--- src/rtl/strtup_seq.sv ---
// Startup sequencer for the STRTUP primitive: qualifies PLL lock, then releases GSRN, IOEN
// and DONE in order while generating the divided UCLK. All outputs come straight from flops.
module strtup_seq #(
    parameter int unsigned LOCK_CYCLES = 16,
    parameter int unsigned GSR_DELAY   = 8,
    parameter int unsigned IO_DELAY    = 8,
    parameter int unsigned UCLK_DIV    = 2,
    parameter bit          RELOCK      = 1'b1
) (
    input  logic       clk_i,
    input  logic       rst_ni,
    input  logic       lock_i,
    input  logic       start_i,
    output logic       uclk_o,
    output logic       gsrn_o,
    output logic       ioen_o,
    output logic       done_o,
    output logic [2:0] state_o
);

    typedef enum logic [2:0] {
        StIdle     = 3'd0,
        StWaitLock = 3'd1,
        StGsrWait  = 3'd2,
        StIoWait   = 3'd3,
        StDone     = 3'd4
    } state_e;

    localparam logic [15:0] LockLast = 16'(LOCK_CYCLES - 1);
    localparam logic [15:0] GsrLast  = 16'(GSR_DELAY - 1);
    localparam logic [15:0] IoLast   = 16'(IO_DELAY - 1);
    localparam logic [7:0]  DivLast  = 8'(UCLK_DIV - 1);

    // Raw bits rather than the enum type so codes 5-7 stay representable and recoverable.
    logic [2:0]  state_q;
    logic [15:0] lock_cnt_q;
    logic [15:0] dly_cnt_q;
    logic [7:0]  div_q;
    logic        uclk_q;
    logic        gsrn_q;
    logic        ioen_q;
    logic        done_q;

    logic [15:0] lock_cnt_d;
    logic [15:0] dly_cnt_d;
    logic        div_run;

    always_comb begin
        lock_cnt_d = (lock_cnt_q == 16'hFFFF) ? lock_cnt_q : lock_cnt_q + 16'd1;
        dly_cnt_d  = (dly_cnt_q == 16'hFFFF) ? dly_cnt_q : dly_cnt_q + 16'd1;
        div_run    = (state_q == StWaitLock) || (state_q == StGsrWait) ||
                     (state_q == StIoWait) || (state_q == StDone);
    end

    always_ff @(posedge clk_i or negedge rst_ni) begin
        if (!rst_ni) begin
            state_q    <= StIdle;
            lock_cnt_q <= '0;
            dly_cnt_q  <= '0;
            div_q      <= '0;
            uclk_q     <= 1'b0;
            gsrn_q     <= 1'b0;
            ioen_q     <= 1'b0;
            done_q     <= 1'b0;
        end else begin
            if (div_run) begin
                if (div_q == DivLast) begin
                    div_q  <= '0;
                    uclk_q <= ~uclk_q;
                end else begin
                    div_q <= div_q + 8'd1;
                end
            end

            case (state_q)
                StIdle: begin
                    if (start_i) begin
                        state_q    <= StWaitLock;
                        lock_cnt_q <= '0;
                    end
                end
                StWaitLock: begin
                    if (!lock_i) begin
                        lock_cnt_q <= '0;
                    end else if (lock_cnt_q == LockLast) begin
                        state_q   <= StGsrWait;
                        dly_cnt_q <= '0;
                    end else begin
                        lock_cnt_q <= lock_cnt_d;
                    end
                end
                StGsrWait: begin
                    if (!lock_i) begin
                        state_q    <= StWaitLock;
                        lock_cnt_q <= '0;
                    end else if (dly_cnt_q == GsrLast) begin
                        state_q   <= StIoWait;
                        gsrn_q    <= 1'b1;
                        dly_cnt_q <= '0;
                    end else begin
                        dly_cnt_q <= dly_cnt_d;
                    end
                end
                StIoWait: begin
                    if (!lock_i) begin
                        state_q    <= StWaitLock;
                        lock_cnt_q <= '0;
                        gsrn_q     <= 1'b0;
                    end else if (dly_cnt_q == IoLast) begin
                        state_q   <= StDone;
                        ioen_q    <= 1'b1;
                        done_q    <= 1'b1;
                        dly_cnt_q <= '0;
                    end else begin
                        dly_cnt_q <= dly_cnt_d;
                    end
                end
                StDone: begin
                    if (RELOCK && !lock_i) begin
                        state_q    <= StWaitLock;
                        lock_cnt_q <= '0;
                        gsrn_q     <= 1'b0;
                        ioen_q     <= 1'b0;
                        done_q     <= 1'b0;
                    end
                end
                default: begin
                    state_q    <= StIdle;
                    lock_cnt_q <= '0;
                    dly_cnt_q  <= '0;
                    div_q      <= '0;
                    uclk_q     <= 1'b0;
                    gsrn_q     <= 1'b0;
                    ioen_q     <= 1'b0;
                    done_q     <= 1'b0;
                end
            endcase
        end
    end

    assign uclk_o  = uclk_q;
    assign gsrn_o  = gsrn_q;
    assign ioen_o  = ioen_q;
    assign done_o  = done_q;
    assign state_o = state_q;

endmodule
--- config.mk ---
export PLATFORM = sky130hd
export DESIGN_NAME = strtup_seq
export DESIGN_NICKNAME = d
export VERILOG_FILES = /design/src/rtl/strtup_seq.sv
export SDC_FILE = /design/constraint.sdc
export NUM_CORES = 1
export LEC_CHECK = 0
export BUFFER_PORTS_ARGS = -buffer_cell sky130_fd_sc_hd__buf_2
export CAP_MARGIN = 25
export CORE_MARGIN = 2
export CORE_UTILIZATION = 60
export DETAILED_ROUTE_END_ITERATION = 12
export MAX_ROUTING_LAYER = met4
export PLACE_DENSITY = 0.79
export SETUP_SLACK_MARGIN = 0.05
export SLEW_MARGIN = 20
export SYNTH_ARGS = -nofsm -noshare
export SYNTH_HDL_FRONTEND = slang
export SYNTH_SLANG_ARGS = --single-unit
--- constraint.sdc ---
create_clock -name clk_i -period 3 [get_ports clk_i]
set_input_delay 0.3 -clock clk_i [delete_from_list [all_inputs] [get_ports clk_i]]
set_output_delay 0.3 -clock clk_i [all_outputs]
set_load 0.05 [all_outputs]
==> results.json, run 1 <==
{
  "gp_congestion": 0.923,
  "whs_ns": -0.0135,
  "status": "finished, violations left",
  "clk_pin_slew_ns": 0.09,
  "tritoncts": "built",
  "grt_max_degree": 47,
  "start_util_pct": 62.6,
  "synth-seq-cells": 46,
  "post-cts-setup-buffers": 0,
  "cts_sinks": 46,
  "clockBufferDepth": 2,
  "diodes": 0,
  "fin_nets": 317,
  "antenna_found_initial": 0,
  "vias": 2405,
  "ir_drop_uv": 355,
  "powerDensity_nw_per_um2": 742,
  "nFillCells": 368,
  "yosys-top-cells-count": "dfrtp_1, nand2_1, nor2_1",
  "cts_made_buffers": 5,
  "worst_slew_pin_slew_ns": 0.708,
  "grt_pass1_wl_um": 10300,
  "r2r-start": "lock_cnt_q[8]",
  "area_delta_synth_final_pct": 5.70,
  "post-place-cells": 353,
  "hp-class": "in2async",
  "p_int_mw": 1.24,
  "dieArea_um2": 5130,
  "synth_area_per_cell_um2": 8.93,
  "start_kind": "register",
  "cp_max_fo": 15,
  "synth-edff-count": 0,
  "wl_per_cell_um": 16.4,
  "reg2reg_to": "dly_cnt_q[8]",
  "track_usage_pct": 25.8,
  "drive_above_1_share_pct": 10.3,
  "viasPerCell": 6.64,
  "async_reset_ff_share_pct": 100,
  "layout_worst_path_cycle_share_pct": 77.6,
  "fin_skew_ns": 0.0144,
  "die_w_um": 71.6,
  "die_height_um": 71.6,
  "path_class": "reg2reg",
  "slew_headroom_pct": 52.1,
  "multi_input_area_um2": 1450,
  "worstSkewPairLatency_ns": 0.31,
  "finalHoldViolCount": 18,
  "drv_slew": 0,
  "final_antenna_net_count": 0,
  "crit_required_ns": 3.24,
  "synth_top_area_share_pct": 42.0,
  "std_cell_rows": 24,
  "drc_errors": 0,
  "synth_flop_cell": "dfrtp_1",
  "rsz0062_at_grt": "false",
  "routed_wl_um": 5920,
  "syn_nets": 315,
  "p_switching_mw": 0.916,
  "worstSetupEndpointType": "register",
  "place_ws_ns": 0.641,
  "htree_levels": 2,
  "seq_area_frac_synth_pct": 42.0,
  "ys_types": 54,
  "syn-cell-area_um2": 2740,
  "final_cells": 362,
  "cap_violations": 0,
  "fin_ws_ns": 0.673,
  "regArea_um2": 1150,
  "synth_warnings": 0,
  "rr_worst_depth": 5,
  "power_mw": 2.15,
  "dp_hpwl_um": 4030,
  "coreArea_um2": 4380,
  "tns_ns": 0,
  "yosys.area.top_type": "dfrtp_1",
  "cts_resized": 0,
  "drtIter0Drc": 370,
  "dr.pass1.iters": 6,
  "switching_share_pct": 42.6,
  "ioPinCount": 11,
  "syn_inst": 307,
  "max_freq_mhz": 430,
  "seqPwrFrac_pct": 39.2,
  "globalRouteOverflowTotal": 0,
  "min_period_ns": 2.33,
  "yosysMostFrequentCell": "dfrtp_1",
  "synthTopCellsByArea": "dfrtp_1, nand2_1, a31oi_1",
  "crit_arrival_ns": 2.56,
  "leakage_nw": 1.21,
  "reg2reg_slack_ns": 0.67,
  "cts-root-buf": "clkbuf_8",
  "first_global_vias": 2188,
  "portBuffers": 10,
  "pwr-share-clk_pct": 21.6,
  "setup_viol": 0,
  "violations": "negative hold slack",
  "combPwrFrac_pct": 39.2,
  "postCtsHoldBufs": 0
}
-- state kept, by name, summed over array words and instances (netlist names) --
name and count:
dly_cnt_q 16, done_o 1, state_o 3, div_q 8
gsrn_o 1, lock_cnt_q 16, uclk_o 1
-- power by group through the flow --
stage	Sequential (mW)	Clock [mW]	Combinational (mW)
after floorplan	0.902	0	0.640
after global placement	0.850	0	0.804
after detailed placement	0.853	0	0.818
after CTS	0.840	0.476	0.823
after global routing	0.862	0.503	0.944
final	0.842	0.465	0.844
-- logic make-up after synthesis --
kind of cell	synth area share, %
buf+inv	5.06
mux	1.14
xor+xnor	2.24
compound gates	20.1
fa+ha+maj	1.82
simple gates	27.6
flops	42.0
-- area by class of cell --
cell class | count | share of cell area (%)
tap | 52 | 2.24
clock buffer | 5 | 2.37
sequential | 46 | 39.7
multi-input combinational | 235 | 50.1
inverter | 7 | 0.906
timing repair buffer | 14 | 3.11
clock inverter | 3 | 1.55
-- layout by cell type, fill, tap and decap left out, types with 3 or more instances in the layout --
cell type   n
a21oi_1    16
a31oi_1    17
a41oi_1     5
and3_1      9
and4_1      3
buf_2       9
buf_4       4
clkbuf_8    5
dfrtp_1    46
ha_1        4
inv_1       7
nand2_1    33
nand2b_1    4
nand3_1    21
nand4_1     7
nor2_1     22
nor3_1      4
nor4_1      8
o2111ai_1   3
o211ai_1    4
o21ai_0    14
o31ai_1     7
or3_1       5
or4_1      10
xor2_1      5
-- worst max-delay path by stage --
stage / end / slack, ns / from / cells past startpoint
after floorplan: lock_cnt_q[3] / 0.91 / state_o[0] / 7
after global placement: lock_cnt_q[6] / 0.68 / state_o[2] / 5
after detailed placement: lock_cnt_q[13] / 0.64 / state_o[2] / 5
after CTS: lock_cnt_q[12] / 0.60 / lock_cnt_q[8] / 5
after global routing: lock_cnt_q[4] / 0.49 / state_o[2] / 6
final: dly_cnt_q[8] / 0.67 / lock_cnt_q[8] / 5
-- stage by stage --
stage / hold slack, ns / area, µm² / util [%]
2_1_floorplan: 0.00441 / 2740 / -
3_3_place_gp: 0.511 / 2770 / 63.1
3_5_place_dp: 0.520 / 2770 / 63.1
4_1_cts: 0.195 / 2880 / 65.7
5_1_grt: 0.0213 / 2900 / 66.1
6_report: -0.0135 / 2900 / 66.1
-- metal layers --
metal,up-vias,GRT usage [%],part of all wire (%)
met5,-,-,0
met3,13,4.36,5.6
li1,1177,-,-
met2,91,36.8,44
met1,1124,37.5,48
met4,0,8.39,1.7
-- critical path: stages (launching register included) --
cell	delay, ns
dfrtp_1	0.46
nor4_1	0.32
nand4_1	0.21
o2111ai_1	0.42
and2_1	0.58
a32o_1	0.26
Note: power is estimated with default switching activity, not from simulation.
==> run 2, diff against run 1 <==
==> constraint.sdc (replaced) <==
create_clock -name clk_i -period 2.25 [get_ports clk_i]
set_input_delay 0.225 -clock clk_i [delete_from_list [all_inputs] [get_ports clk_i]]
set_output_delay 0.225 -clock clk_i [all_outputs]
set_load 0.05 [all_outputs]
==> run 2 against run 1 <==
Compared with the run above: the flow now finishes without violations; final area is 2.4% higher; clock power rose by 12%; critical path depth rose by 1; sequential cell count unchanged; clock skew decreased by 0.011 ns; first-iteration DRC count shrank 22%; power increased by 31%; core utilization rose by 1.6 points; register-to-register slack got worse by 0.50 ns; critical path type unchanged.
==> results.json, run 2 (synthesized netlist as in run 1, its figures left out) <==
{
  "clockBufferDepth": 2,
  "post-cts-setup-buffers": 0,
  "vias": 2415,
  "cp_slowest_stage_delay_ns": 0.40,
  "ir_drop_uv": 443,
  "tritoncts": "built",
  "viasPerCell": 6.51,
  "globalRouteOverflowTotal": 0,
  "routed.top_layer": "met4",
  "crit_arrival_ns": 2.27,
  "wl_met3_um": 345,
  "worstSkewPairLatency_ns": 0.30,
  "cp_cell_sequence": "ha_1, and4_2, nor4b_4, a41oi_1, and2_2, a32o_1",
  "clk_pin_slew_ns": 0.08,
  "dr.pass1.iters": 5,
  "cp.buffers_inverters": 0,
  "diodes": 0,
  "fin_nets": 326,
  "cts-root-buf": "clkbuf_8",
  "die_height_um": 71.6,
  "htree_levels": 2,
  "final_area_um2": 2970,
  "start_kind": "register",
  "rsz0062_at_grt": "false",
  "drive_above_1_share_pct": 12.9,
  "start_util_pct": 62.6,
  "cts_sinks": 46,
  "place_area_um2": 2860,
  "cp_slowest_cell": "dfrtp_1",
  "cts_made_buffers": 5,
  "setup_viol": 0,
  "ioPinCount": 11,
  "utilization_pct": 67.7,
  "antenna_found_initial": 0,
  "die_w_um": 71.6,
  "power_mw": 2.83,
  "wl_met2_um": 2620,
  "drtIter0Drc": 289,
  "slew_headroom_pct": 60.7,
  "fin_skew_ns": 0.00345,
  "final_antenna_net_count": 0,
  "reg.largest.list": "dly_cnt_q (16), lock_cnt_q (16), div_q (8)",
  "area_delta_synth_final_pct": 8.26,
  "final_common_cell": "dfrtp_1",
  "drc_errors": 0,
  "met1_length_um": 2850,
  "status": "complete, no violations",
  "grt_max_degree": 33,
  "routed_wl_um": 5870,
  "finalHoldViolCount": 0,
  "hp-class": "in2reg",
  "portBuffers": 10,
  "multi_input_area_um2": 1460,
  "layout_worst_path_cycle_share_pct": 92.2,
  "cp_max_fo": 15,
  "path_class": "reg2reg",
  "tns_ns": 0,
  "layout_common_cells": "dfrtp_1, nand2_1, nor2_1",
  "gp_congestion": 0.924,
  "grt_pass1_wl_um": 10400,
  "worst_slew_pin_slew_ns": 0.584,
  "dieArea_um2": 5130,
  "std_cell_rows": 24,
  "first_global_vias": 2226,
  "wl_per_cell_um": 15.8,
  "min_period_ns": 2.08,
  "cap_violations": 0,
  "max_freq_mhz": 482,
  "powerDensity_nw_per_um2": 952,
  "drv_slew": 0,
  "nFillCells": 347,
  "dp_hpwl_um": 4170,
  "leakage_nw": 1.26,
  "crit_required_ns": 2.45,
  "worstSetupEndpointType": "register",
  "coreArea_um2": 4380,
  "crit_family": "simple AND/OR/NAND/NOR gates",
  "track_usage_pct": 26.3,
  "regArea_um2": 1150
}
[run 2: cell type report]
type / instances / area share (%)
well taps: 52 / 2.19
flip-flops and latches: 46 / 38.8
multi-input cells: 235 / 49.2
inverters: 7 / 0.885
clock buffers: 7 / 2.91
clock inverters: 1 / 0.169
repair buffers: 23 / 5.90
[run 2: worst min-delay path, cell delays in order]
cell and delay [ns]:
buf_2 0.16, inv_1 0.10, a21oi_1 0.05
[run 2: timing repair]
item / 4_1_cts / 5_1_grt
resized for setup: 1 / 1
endpoints found under the setup margin: 1 / 1
hold buffers: 1 / 0
hold endpoints to repair: 22 / 0
cloned: 0 / 0
[run 2: final timing paths]
kind | start | to | slack, ns | depth (start not counted)
max in group asynchronous | rst_ni | dly_cnt_q[10] | 1.29 | 3
min in group asynchronous | rst_ni | lock_cnt_q[10] | 0.44 | 2
worst max register to register | dly_cnt_q[1] | dly_cnt_q[8] | 0.17 | 6
worst max-delay path | dly_cnt_q[1] | dly_cnt_q[8] | 0.17 | 6
worst min register to register | dly_cnt_q[0] | dly_cnt_q[0] | 0.53 | 1
worst min-delay path | lock_i | state_o[2] | 0.27 | 3
[run 2: power by group]
group	switching, mW	internal (mW)	total [mW]
clock	0.274	0.248	0.522
sequential	0.171	0.955	1.13
combinational	0.769	0.410	1.18
[run 2: routing by layer]
layer | vias to the layer above | track usage, %
met5 | - | -
met3 | 6 | 5.49
li1 | 1191 | -
met4 | 0 | 6.50
met2 | 66 | 39.0
met1 | 1152 | 37.3
[run 2: metrics by stage]
stage	instances	hold slack [ns]	setup slack (ns)
6_report	371	0.266	0.175
5_1_grt	371	0.279	0.0502
4_1_cts	371	0.256	0.186
3_5_place_dp	362	0.251	0.0583
3_3_place_gp	362	0.249	0.109
2_1_floorplan	307	-0.0706	0.161
==> run 3, diff against run 2 <==
--- a/config.mk
+++ b/config.mk
@@ -7,7 +7,6 @@
 export LEC_CHECK = 0
 export BUFFER_PORTS_ARGS = -buffer_cell sky130_fd_sc_hd__buf_2
 export CAP_MARGIN = 25
-export CORE_MARGIN = 2
 export CORE_UTILIZATION = 60
 export DETAILED_ROUTE_END_ITERATION = 12
 export MAX_ROUTING_LAYER = met4
==> constraint.sdc (replaced) <==
create_clock -name clk_i -period 2.4 [get_ports clk_i]
set_input_delay 0.24 -clock clk_i [delete_from_list [all_inputs] [get_ports clk_i]]
set_output_delay 0.24 -clock clk_i [all_outputs]
set_load 0.05 [all_outputs]
==> run 3 against run 2 <==
Compared with the run above: final area down 0.72%; global-route usage up 1.8 points; wire length increased by 2.8%; core utilization is 0.49 points lower; clock power up 11%; non-clock buffer count is 3 lower; critical endpoint is now lock_cnt_q[14]; largest cell class unchanged; highest routed layer unchanged.
==> results.json, run 3 (synthesized netlist as in run 1, its figures left out) <==
{
  "diodes": 0,
  "leakage_nw": 1.24,
  "drtIter0Drc": 265,
  "dieArea_um2": 4850,
  "cap_violations": 0,
  "fin_ws_ns": 0.275,
  "track_usage_pct": 28.1,
  "crit_arrival_ns": 2.35,
  "status": "complete, no violations",
  "htree_levels": 2,
  "vias": 2461,
  "dr.pass1.iters": 5,
  "final_cells": 368,
  "fin_skew_ns": 0.00746,
  "gp_congestion": 0.922,
  "antenna_found_initial": 0,
  "worstSkewPairLatency_ns": 0.30,
  "cts_made_buffers": 5,
  "worst_slew_pin_slew_ns": 0.603,
  "wl_met2_um": 2770,
  "crit_path_start": "state_o[2]",
  "post-place-cells": 360,
  "slew_headroom_pct": 59.4,
  "min_period_ns": 2.13,
  "routed.top_layer": "met4",
  "grt_pass1_wl_um": 10700,
  "cp_slowest_cell": "dfrtp_1",
  "ir_drop_uv": 464,
  "viasPerCell": 6.69,
  "post-cts-setup-buffers": 0,
  "tns_ns": 0,
  "clockBufferDepth": 2,
  "cp_cell_sequence": "and2b_1, nand2_2, o211ai_2, buf_12, or4_1, a21oi_1",
  "tritoncts": "built",
  "finalHoldViolCount": 0,
  "cp_slowest_stage_delay_ns": 0.63,
  "std_cell_rows": 24,
  "die_w_um": 69.6,
  "reg.largest.list": "dly_cnt_q (16), lock_cnt_q (16), div_q (8)",
  "fin_nets": 323,
  "postCtsHoldBufs": 0,
  "drc_errors": 0,
  "power_mw": 2.78,
  "place_ws_ns": 0.211,
  "area_delta_synth_final_pct": 7.48,
  "final_common_cell": "dfrtp_1",
  "start_kind": "register",
  "powerDensity_nw_per_um2": 942,
  "coreArea_um2": 4380,
  "clk_pin_slew_ns": 0.09,
  "cts_sinks": 46,
  "drv_slew": 0,
  "utilization_pct": 67.2,
  "met1_length_um": 2920,
  "rsz0062_at_grt": "false",
  "cts-root-buf": "clkbuf_8",
  "globalRouteOverflowTotal": 0,
  "dp_hpwl_um": 4100,
  "grt_max_degree": 47,
  "cp_max_fo": 32,
  "whs_ns": 0.0174,
  "hp-class": "in2async",
  "crit_required_ns": 2.63,
  "r2r-start": "state_o[2]",
  "drive_above_1_share_pct": 12.3,
  "final_area_um2": 2950,
  "first_global_vias": 2279,
  "place_area_um2": 2830,
  "max_freq_mhz": 471,
  "start_util_pct": 62.6,
  "die_height_um": 69.6,
  "ioPinCount": 11,
  "worstSetupEndpointType": "register",
  "wl_met3_um": 294,
  "wl_per_cell_um": 16.4,
  "final_antenna_net_count": 0,
  "setup_viol": 0,
  "portBuffers": 10,
  "path_class": "reg2reg",
  "layout_common_cells": "dfrtp_1, nand2_1, nor2_1",
  "nFillCells": 364,
  "layout_worst_path_cycle_share_pct": 88.5,
  "routed_wl_um": 6030
}
-- run 3: cell count changes in the layout (fill, tap and decap cells not counted), sizes merged --
cell,previous run,this run
buf,22,20
clkbuf,7,5
clkinvlp,0,2
bufinv,0,1
clkinv,1,0
dlygate4sd3,1,0
-- run 3: layer usage --
metal / track usage, % / up-vias
li1: - / 1188
met1: 40.3 / 1193
met2: 40.9 / 76
met3: 4.80 / 4
met4: 8.67 / 0
met5: - / -
-- run 3: cell type report --
type	instances	area [µm²]	area share, %
tap	52	65.1	2.21
inverter	7	26.3	0.891
timing repair buffer	20	138	4.67
multi-input combinational	235	1450	49.3
clock buffer	5	68.8	2.33
sequential	46	1150	39.0
clock inverter	3	45.0	1.53
-- run 3: path summary, 6_finish.rpt --
check | slack [ns] | depth (start not counted) | endpoint
worst max-delay path | 0.27 | 6 | lock_cnt_q[14]
worst min-delay path | 0.02 | 2 | lock_cnt_q[8]
worst max register to register | 0.27 | 6 | lock_cnt_q[14]
worst min register to register | 0.54 | 1 | dly_cnt_q[0]
max in group asynchronous | 2.00 | 2 | lock_cnt_q[3]
min in group clk_i | 0.29 | 3 | state_o[2]
-- run 3: timing repair --
item / in CTS / in global routing
endpoints found under the setup margin: 0 / 15
hold endpoints to repair: 0 / 0
gates resized for setup: 0 / 1
-- run 3: power breakdown --
group / switching, mW / internal (mW)
Clock: 0.272 / 0.310
Combinational: 0.737 / 0.402
Sequential: 0.160 / 0.895
Total: 1.17 / 1.61
-- run 3: critical path, delay by kind of cell, from the launching register on --
family / cells / cell delay [ns]
DFF: 1 / 0.63
AOI/OAI and AO/OA: 2 / 0.28
and+or+nand+nor: 3 / 0.96
buffers and inverters: 1 / 0.18
